===== src/rtl/render_pkg.sv =====
// Shared constants and types for the streaming screen renderer.
package render_pkg;

  localparam logic [23:0] WHITE = 24'hffffff;
  localparam logic [23:0] GREEN = 24'h08ff08;
  localparam logic [23:0] BROWN = 24'h8b4513;

  typedef logic [1:0] state_t;
  localparam state_t IDLE  = 2'd0;
  localparam state_t RUN   = 2'd1;
  localparam state_t DRAIN = 2'd2;

  localparam int COORD_W_DFLT = 10;
  typedef logic [COORD_W_DFLT-1:0] coord_t;

endpackage


===== src/rtl/render_stream_rect_hit.sv =====
// Combinational point-in-rectangle test; compares one bit wider so far edges never wrap.
module rect_hit #(
  parameter int W       = 40,
  parameter int H       = 5,
  parameter int COORD_W = 10
) (
  input  logic [COORD_W-1:0] px,
  input  logic [COORD_W-1:0] py,
  input  logic [COORD_W-1:0] rx,
  input  logic [COORD_W-1:0] ry,
  input  logic               en,
  output logic               hit
);
  localparam logic [COORD_W:0] W_M1 = (COORD_W+1)'(W-1);
  localparam logic [COORD_W:0] H_M1 = (COORD_W+1)'(H-1);

  logic [COORD_W:0] px_e, py_e, rx_e, ry_e;

  assign px_e = {1'b0, px};
  assign py_e = {1'b0, py};
  assign rx_e = {1'b0, rx};
  assign ry_e = {1'b0, ry};

  assign hit = en && (px_e >= rx_e) && (px_e <= rx_e + W_M1)
                  && (py_e >= ry_e) && (py_e <= ry_e + H_M1);
endmodule


===== src/rtl/render_stream.sv =====
// Streams one raster-order pixel per cycle over valid/ready from a snapshot of the doodle/blocks.
// Optional RENDER_COLLIDE_EN adds a per-frame doodle/block overlap flag on port collide.
module render_stream import render_pkg::*; #(
  parameter int SCREEN_WIDTH  = 400,
  parameter int SCREEN_HEIGHT = 700,
  parameter int BLOCK_WIDTH   = 40,
  parameter int BLOCK_HEIGHT  = 5,
  parameter int DOODLE_SIZE   = 20,
  parameter int MAX_BLOCKS    = 16,
  parameter int COORD_W       = 10,
  parameter int COLOR_W       = 24
) (
  input  logic                          clk,
  input  logic                          rst_n,
  input  logic                          frame_start,
  input  logic [COORD_W-1:0]            doodle_x,
  input  logic [COORD_W-1:0]            doodle_y,
  input  logic [MAX_BLOCKS*COORD_W-1:0] blocks_x,
  input  logic [MAX_BLOCKS*COORD_W-1:0] blocks_y,
  input  logic [MAX_BLOCKS-1:0]         block_active,
  output logic                          busy,
  output logic                          pix_valid,
  input  logic                          pix_ready,
  output logic [COORD_W-1:0]            pix_x,
  output logic [COORD_W-1:0]            pix_y,
  output logic [COLOR_W-1:0]            pix_color,
`ifdef RENDER_COLLIDE_EN
  output logic                          collide,
`endif
  output logic                          pix_sof,
  output logic                          pix_eol,
  output logic                          pix_eof
);
  localparam int STAGES = 2;
  localparam logic [COORD_W-1:0] X_LAST = COORD_W'(SCREEN_WIDTH-1);
  localparam logic [COORD_W-1:0] Y_LAST = COORD_W'(SCREEN_HEIGHT-1);

  // Keep the MSBs of the 24-bit colour, padding or dropping on the LSB side.
  function automatic logic [COLOR_W-1:0] fit(input logic [23:0] c);
    logic [COLOR_W+23:0] t;
    t = {c, {COLOR_W{1'b0}}};
    return t[COLOR_W+23 -: COLOR_W];
  endfunction

  state_t state;
  // [0] counter holds a live coordinate, [1] stage-1 hits, [2] output register
  logic [STAGES:0] vld_pipe;

  logic [COORD_W-1:0] cx, cy, snap_dx, snap_dy;
  logic [MAX_BLOCKS-1:0][COORD_W-1:0] snap_bx, snap_by;
  logic [MAX_BLOCKS-1:0] snap_act, blk_hit;
  logic doodle_hit;
  logic [COORD_W-1:0] s1_x, s1_y;
  logic s1_dh, s1_bh;
  logic advance, last_issue, eof_xfer, start;

  assign advance    = !vld_pipe[STAGES] || pix_ready;
  assign last_issue = vld_pipe[0] && (cx == X_LAST) && (cy == Y_LAST);
  assign eof_xfer   = pix_valid && pix_ready && pix_eof;
  assign start      = (state == IDLE) && frame_start;
  assign pix_valid  = vld_pipe[STAGES];
  assign busy       = (state != IDLE);

  rect_hit #(.W(DOODLE_SIZE), .H(DOODLE_SIZE), .COORD_W(COORD_W)) u_doodle (
    .px(cx), .py(cy), .rx(snap_dx), .ry(snap_dy), .en(1'b1), .hit(doodle_hit)
  );

  for (genvar b = 0; b < MAX_BLOCKS; b++) begin : g_blk
    rect_hit #(.W(BLOCK_WIDTH), .H(BLOCK_HEIGHT), .COORD_W(COORD_W)) u_blk (
      .px(cx), .py(cy), .rx(snap_bx[b]), .ry(snap_by[b]), .en(snap_act[b]), .hit(blk_hit[b])
    );
  end

  always_ff @(posedge clk or negedge rst_n) begin
    if (!rst_n) begin
      state    <= IDLE;
      cx       <= '0;
      cy       <= '0;
      snap_dx  <= '0;
      snap_dy  <= '0;
      snap_bx  <= '0;
      snap_by  <= '0;
      snap_act <= '0;
    end else begin
      case (state)
        IDLE: if (frame_start) begin
          state    <= RUN;
          cx       <= '0;
          cy       <= '0;
          snap_dx  <= doodle_x;
          snap_dy  <= doodle_y;
          snap_bx  <= blocks_x;
          snap_by  <= blocks_y;
          snap_act <= block_active;
        end
        RUN: if (advance) begin
          if (last_issue) state <= DRAIN;
          else if (cx == X_LAST) begin
            cx <= '0;
            cy <= cy + COORD_W'(1);
          end else cx <= cx + COORD_W'(1);
        end
        DRAIN: if (eof_xfer) state <= IDLE;
        default: state <= IDLE;
      endcase
    end
  end

  // Global stall: the whole pipe moves only when the output slot frees up.
  always_ff @(posedge clk or negedge rst_n) begin
    if (!rst_n) begin
      vld_pipe  <= '0;
      s1_x      <= '0;
      s1_y      <= '0;
      s1_dh     <= 1'b0;
      s1_bh     <= 1'b0;
      pix_x     <= '0;
      pix_y     <= '0;
      pix_color <= '0;
      pix_sof   <= 1'b0;
      pix_eol   <= 1'b0;
      pix_eof   <= 1'b0;
    end else begin
      if (start) vld_pipe[0] <= 1'b1;
      else if (advance && last_issue) vld_pipe[0] <= 1'b0;
      if (advance) begin
        vld_pipe[STAGES:1] <= vld_pipe[STAGES-1:0];
        s1_x      <= cx;
        s1_y      <= cy;
        s1_dh     <= doodle_hit;
        s1_bh     <= |blk_hit;
        pix_x     <= s1_x;
        pix_y     <= s1_y;
        pix_color <= s1_dh ? fit(GREEN) : (s1_bh ? fit(BROWN) : fit(WHITE));
        pix_sof   <= vld_pipe[1] && (s1_x == '0) && (s1_y == '0);
        pix_eol   <= vld_pipe[1] && (s1_x == X_LAST);
        pix_eof   <= vld_pipe[1] && (s1_x == X_LAST) && (s1_y == Y_LAST);
      end
    end
  end

`ifdef RENDER_COLLIDE_EN
  logic hit_flag;

  always_ff @(posedge clk or negedge rst_n) begin
    if (!rst_n) begin
      hit_flag <= 1'b0;
      collide  <= 1'b0;
    end else begin
      if (start) hit_flag <= 1'b0;
      else if (vld_pipe[1] && s1_dh && s1_bh) hit_flag <= 1'b1;
      if (eof_xfer) collide <= hit_flag;
    end
  end
`endif

endmodule


===== config.mk =====
export PLATFORM = sky130hd
export DESIGN_NAME = render_stream
export DESIGN_NICKNAME = d
export VERILOG_FILES = /design/src/rtl/render_pkg.sv /design/src/rtl/render_stream_rect_hit.sv /design/src/rtl/render_stream.sv
export SDC_FILE = /design/constraint.sdc
export NUM_CORES = 2
export LEC_CHECK = 0
export ABC_AREA = 1
export BUFFER_PORTS_ARGS = -buffer_cell sky130_fd_sc_hd__buf_2
export CAP_MARGIN = 40
export CORE_MARGIN = 4
export CORE_UTILIZATION = 50
export CTS_CLUSTER_DIAMETER = 150
export CTS_CLUSTER_SIZE = 24
export DETAILED_ROUTE_END_ITERATION = 8
export PLACE_DENSITY = 0.71
export SETUP_SLACK_MARGIN = 0.15
export SLEW_MARGIN = 20
export SYNTH_ARGS = -nofsm -noshare
export SYNTH_HDL_FRONTEND = slang
export SYNTH_SLANG_ARGS = --single-unit
export TNS_END_PERCENT = 10

===== constraint.sdc =====
create_clock -name clk -period 2.4 [get_ports clk]
set_input_delay 0.24 -clock clk [delete_from_list [all_inputs] [get_ports clk]]
set_output_delay 0.24 -clock clk [all_outputs]
set_load 0.01 [all_outputs]

==> flow_metrics.env <==
export IMPL_status="finished, violations left"
export IMPL_violations="setup timing"
export IMPL_leakagePower_nw=26.4
export IMPL_cp_max_fo=4
export IMPL_grt_pass1_vias=37492
export IMPL_cpMostUsedCell="nand2_1"
export IMPL_ys_seq_area_frac=0.294
export IMPL_cp_top_family="simple AND/OR/NAND/NOR gates"
export IMPL_maxCapViolCount=0
export IMPL_cp_slowest_stage_delay_ps=380
export IMPL_fin_crit_ps=2810
export IMPL_slew_viol_final=0
export IMPL_dieArea_sq_um=77500
export IMPL_finalSetupViolCount=2
export IMPL_ys_types=54
export IMPL_slew_headroom=0.512
export IMPL_cp_num_buf_inv=1
export IMPL_crit_path_start_kind="flip-flop"
export IMPL_cts_tree="built"
export IMPL_power_switching_share=0.468
export IMPL_synth_flop_cell="dfrtp_1"
export IMPL_setup_worst_path_class="reg2reg"
export IMPL_syn_nets=5759
export IMPL_layout_drive_gt1_share=0.188
export IMPL_finalCritPeriodShare=1.17
export IMPL_synth_largest_area_cell="dfrtp_1"
export IMPL_grt_pass1_wl_microns=189000
export IMPL_fin_skew_ps=22.1
export IMPL_cp_arrival_ps=3270
export IMPL_grt_total_usage=0.296
export IMPL_cts_made_buffers=21
export IMPL_antenna_found_initial=4
export IMPL_insertion_delay_ps=600
export IMPL_die_height_microns=278
export IMPL_reg2reg_slack_ps=-410
export IMPL_final_nets=6972
export IMPL_clk_pin_slew_ps=110
export IMPL_rows=98
export IMPL_post_synth_most_frequent_cells="nand2_1, ha_1, nor2_1"
export IMPL_portBuffers=408
export IMPL_die_w_microns=278
export IMPL_routed_wl_microns=118000
export IMPL_cts_buffer_depth=3
export IMPL_gp_congestion=0.918
export IMPL_dpl_instance_area_sq_um=43800
export IMPL_comb_power_share=0.674
export IMPL_vdd_ir_drop_max_uv=644
export IMPL_synth_seq_cells=430
export IMPL_yosysWarnings=0
export IMPL_dp_hpwl_microns=85600
export IMPL_overflow=0
export IMPL_drtPass1Iterations=7
export IMPL_clockPowerShare=0.081
export IMPL_htreeDepth=1
export IMPL_p_switching_w=0.0240
export IMPL_endpoint_kind="flip-flop"
export IMPL_power_frac_seq=0.245
export IMPL_internal_power_w=0.0272
export IMPL_worst_pin_slew_ps=732
export IMPL_placed_cells=6493
export IMPL_netlist_top_cells_area="dfrtp_1, ha_1, a21oi_1"
export IMPL_viasPerCell=5.35
export IMPL_synth_most_common_cell="nand2_1"
export IMPL_hold_viol=0
export IMPL_fmax_ghz=0.355
export IMPL_layout_setup_ws_ps=-413
export IMPL_final_cells=6885
export IMPL_hp_class="in2reg"
export IMPL_drtIter0Drc=2095
export IMPL_yosysTopAreaCellShare=0.294
export IMPL_synth_cells=4715
export IMPL_grt_start_max_net_pins=165
export IMPL_ff_latch_area_sq_um=10800
export IMPL_fillerInstances=5800
export IMPL_postSynth_asyncResetShare=1.00
export IMPL_antenna_left=0
export IMPL_clkSinkCount=430
export IMPL_start_util=0.508
export IMPL_cts_root_buf="clkbuf_16"
export IMPL_multi_input_area_sq_um=23500
export IMPL_worstPathCellList="inv_2 -> ha_4 -> nand2_1 -> nand2_1 -> o21ai_2 -> nand3_1 -> xor2_1 -> ha_1 -> and3_1 -> nand4_1 -> nand2_1 -> a21oi_2 -> nor2_4 -> nand3_1 -> nand2_1 -> nor2_2 -> nand3_1 -> nor2_1 -> nor2_1"
export IMPL_required_ps=2860
export IMPL_grt_setup_unrepaired="true"
export IMPL_crit_slowest_cell="dfrtp_1"
export IMPL_final_cell_area_sq_um=48300
export IMPL_area_growth_pct=32.1
export IMPL_io_pin_count=409
export IMPL_synth_edf_count=0
export IMPL_power_density_nw_per_um2=1060
export IMPL_syn_area_per_cell_sq_um=7.75
export IMPL_drcViolationCount=0
export IMPL_netlist_area_sq_um=36600
export IMPL_wl_per_cell_microns=17.1
export IMPL_vias=36822
export IMPL_core_sq_um=72000
layout make-up:
cell class | instances | area share
diodes | 5 | 0.000259
clock buffers | 24 | 0.0113
clock inverters | 1 | 0.000181
inverters | 563 | 0.0440
multi-input cells | 3615 | 0.486
flip-flops and latches | 430 | 0.223
well taps | 950 | 0.0246
repair buffers | 1297 | 0.210
state kept, by name, indices dropped and copies added, names as in the netlist, 2 cells and up:
name / count
cy: 10
snap_dx: 10
s1_x: 10
snap_act: 16
snap_bx: 160
pix_x: 10
snap_dy: 10
snap_by: 160
state: 2
s1_y: 10
pix_color: 4
cx: 10
pix_y: 10
vld_pipe: 3
final timing paths:
path,from,end,cells after the start
worst min-delay path,pix_ready,state[1],4
max in group asynchronous,rst_n,s1_dh,3
worst max register to register,snap_bx[60],s1_bh,19
min in group asynchronous,rst_n,snap_bx[14],2
worst min register to register,vld_pipe[1],vld_pipe[2],2
worst max-delay path,snap_bx[60],s1_bh,19
cells in the final DEF (no fill, tap or decap), drive strengths merged, types with 29 or more instances in the layout:
cell and n:
nand4 89, nand3 187, inv 560, xnor2 30
buf 940, dfrtp 430, nor2 638, nand3b 33
ha 684, a21o 29, nand2 793, o21ai 119
xor2 202, dlygate4sd3 357, a21oi 600, nor3 55
power by group through the flow:
stage / logic (W) / clock network [W] / registers, W
6_report: 0.0345 / 0.00417 / 0.0125
5_1_grt: 0.0391 / 0.00448 / 0.0129
4_1_cts: 0.0339 / 0.00425 / 0.0124
3_5_place_dp: 0.0330 / 0 / 0.0126
3_3_place_gp: 0.0319 / 0 / 0.0125
2_1_floorplan: 0.0207 / 0 / 0.0124
per-layer routing:
layer,wire [microns],vias up,GRT usage
li1,-,18108,-
met3,5990,332,0.0320
met5,0,-,0
met4,5960,0,0.136
met2,56200,1101,0.512
met1,49900,17281,0.374
cell families (layout without fill, tap and decap cells):
logic type / after synthesis / count (layout) / share of synthesized area
simple gates: 1836 / 1836 / 0.212
flops: 430 / 430 / 0.294
mux: 28 / 28 / 0.00862
other cells: 0 / 5 / 0
xor+xnor: 232 / 232 / 0.0556
fa+ha+maj: 684 / 684 / 0.234
compound gates: 835 / 835 / 0.123
buf+inv: 670 / 1885 / 0.0729
timing repair:
action	CTS	global route
resized for setup	45	29
buffers inserted	4	1
hold buffers	357	0
pin swaps	27	13
setup endpoints to repair	8	17
hold endpoints to repair	402	0
stage by stage:
stage	utilization	hold slack [ps]	setup TNS (ps)	total power [W]	setup slack, ps
3_3_place_gp	0.609	272	-847	0.0444	-647
3_5_place_dp	0.609	269	-859	0.0455	-629
6_report	0.671	87.0	-599	0.0512	-413
4_1_cts	0.669	27.5	-581	0.0506	-392
5_1_grt	0.671	99.3	-1020	0.0564	-602
2_1_floorplan	-	-55.6	0	0.0331	84.3
tightest hold or removal path: stages:
cell and delay [ps]:
buf_2 120, nand3_1 110, nand3_1 90, o21ai_0 70
Note: power is estimated with default switching activity, not from simulation.
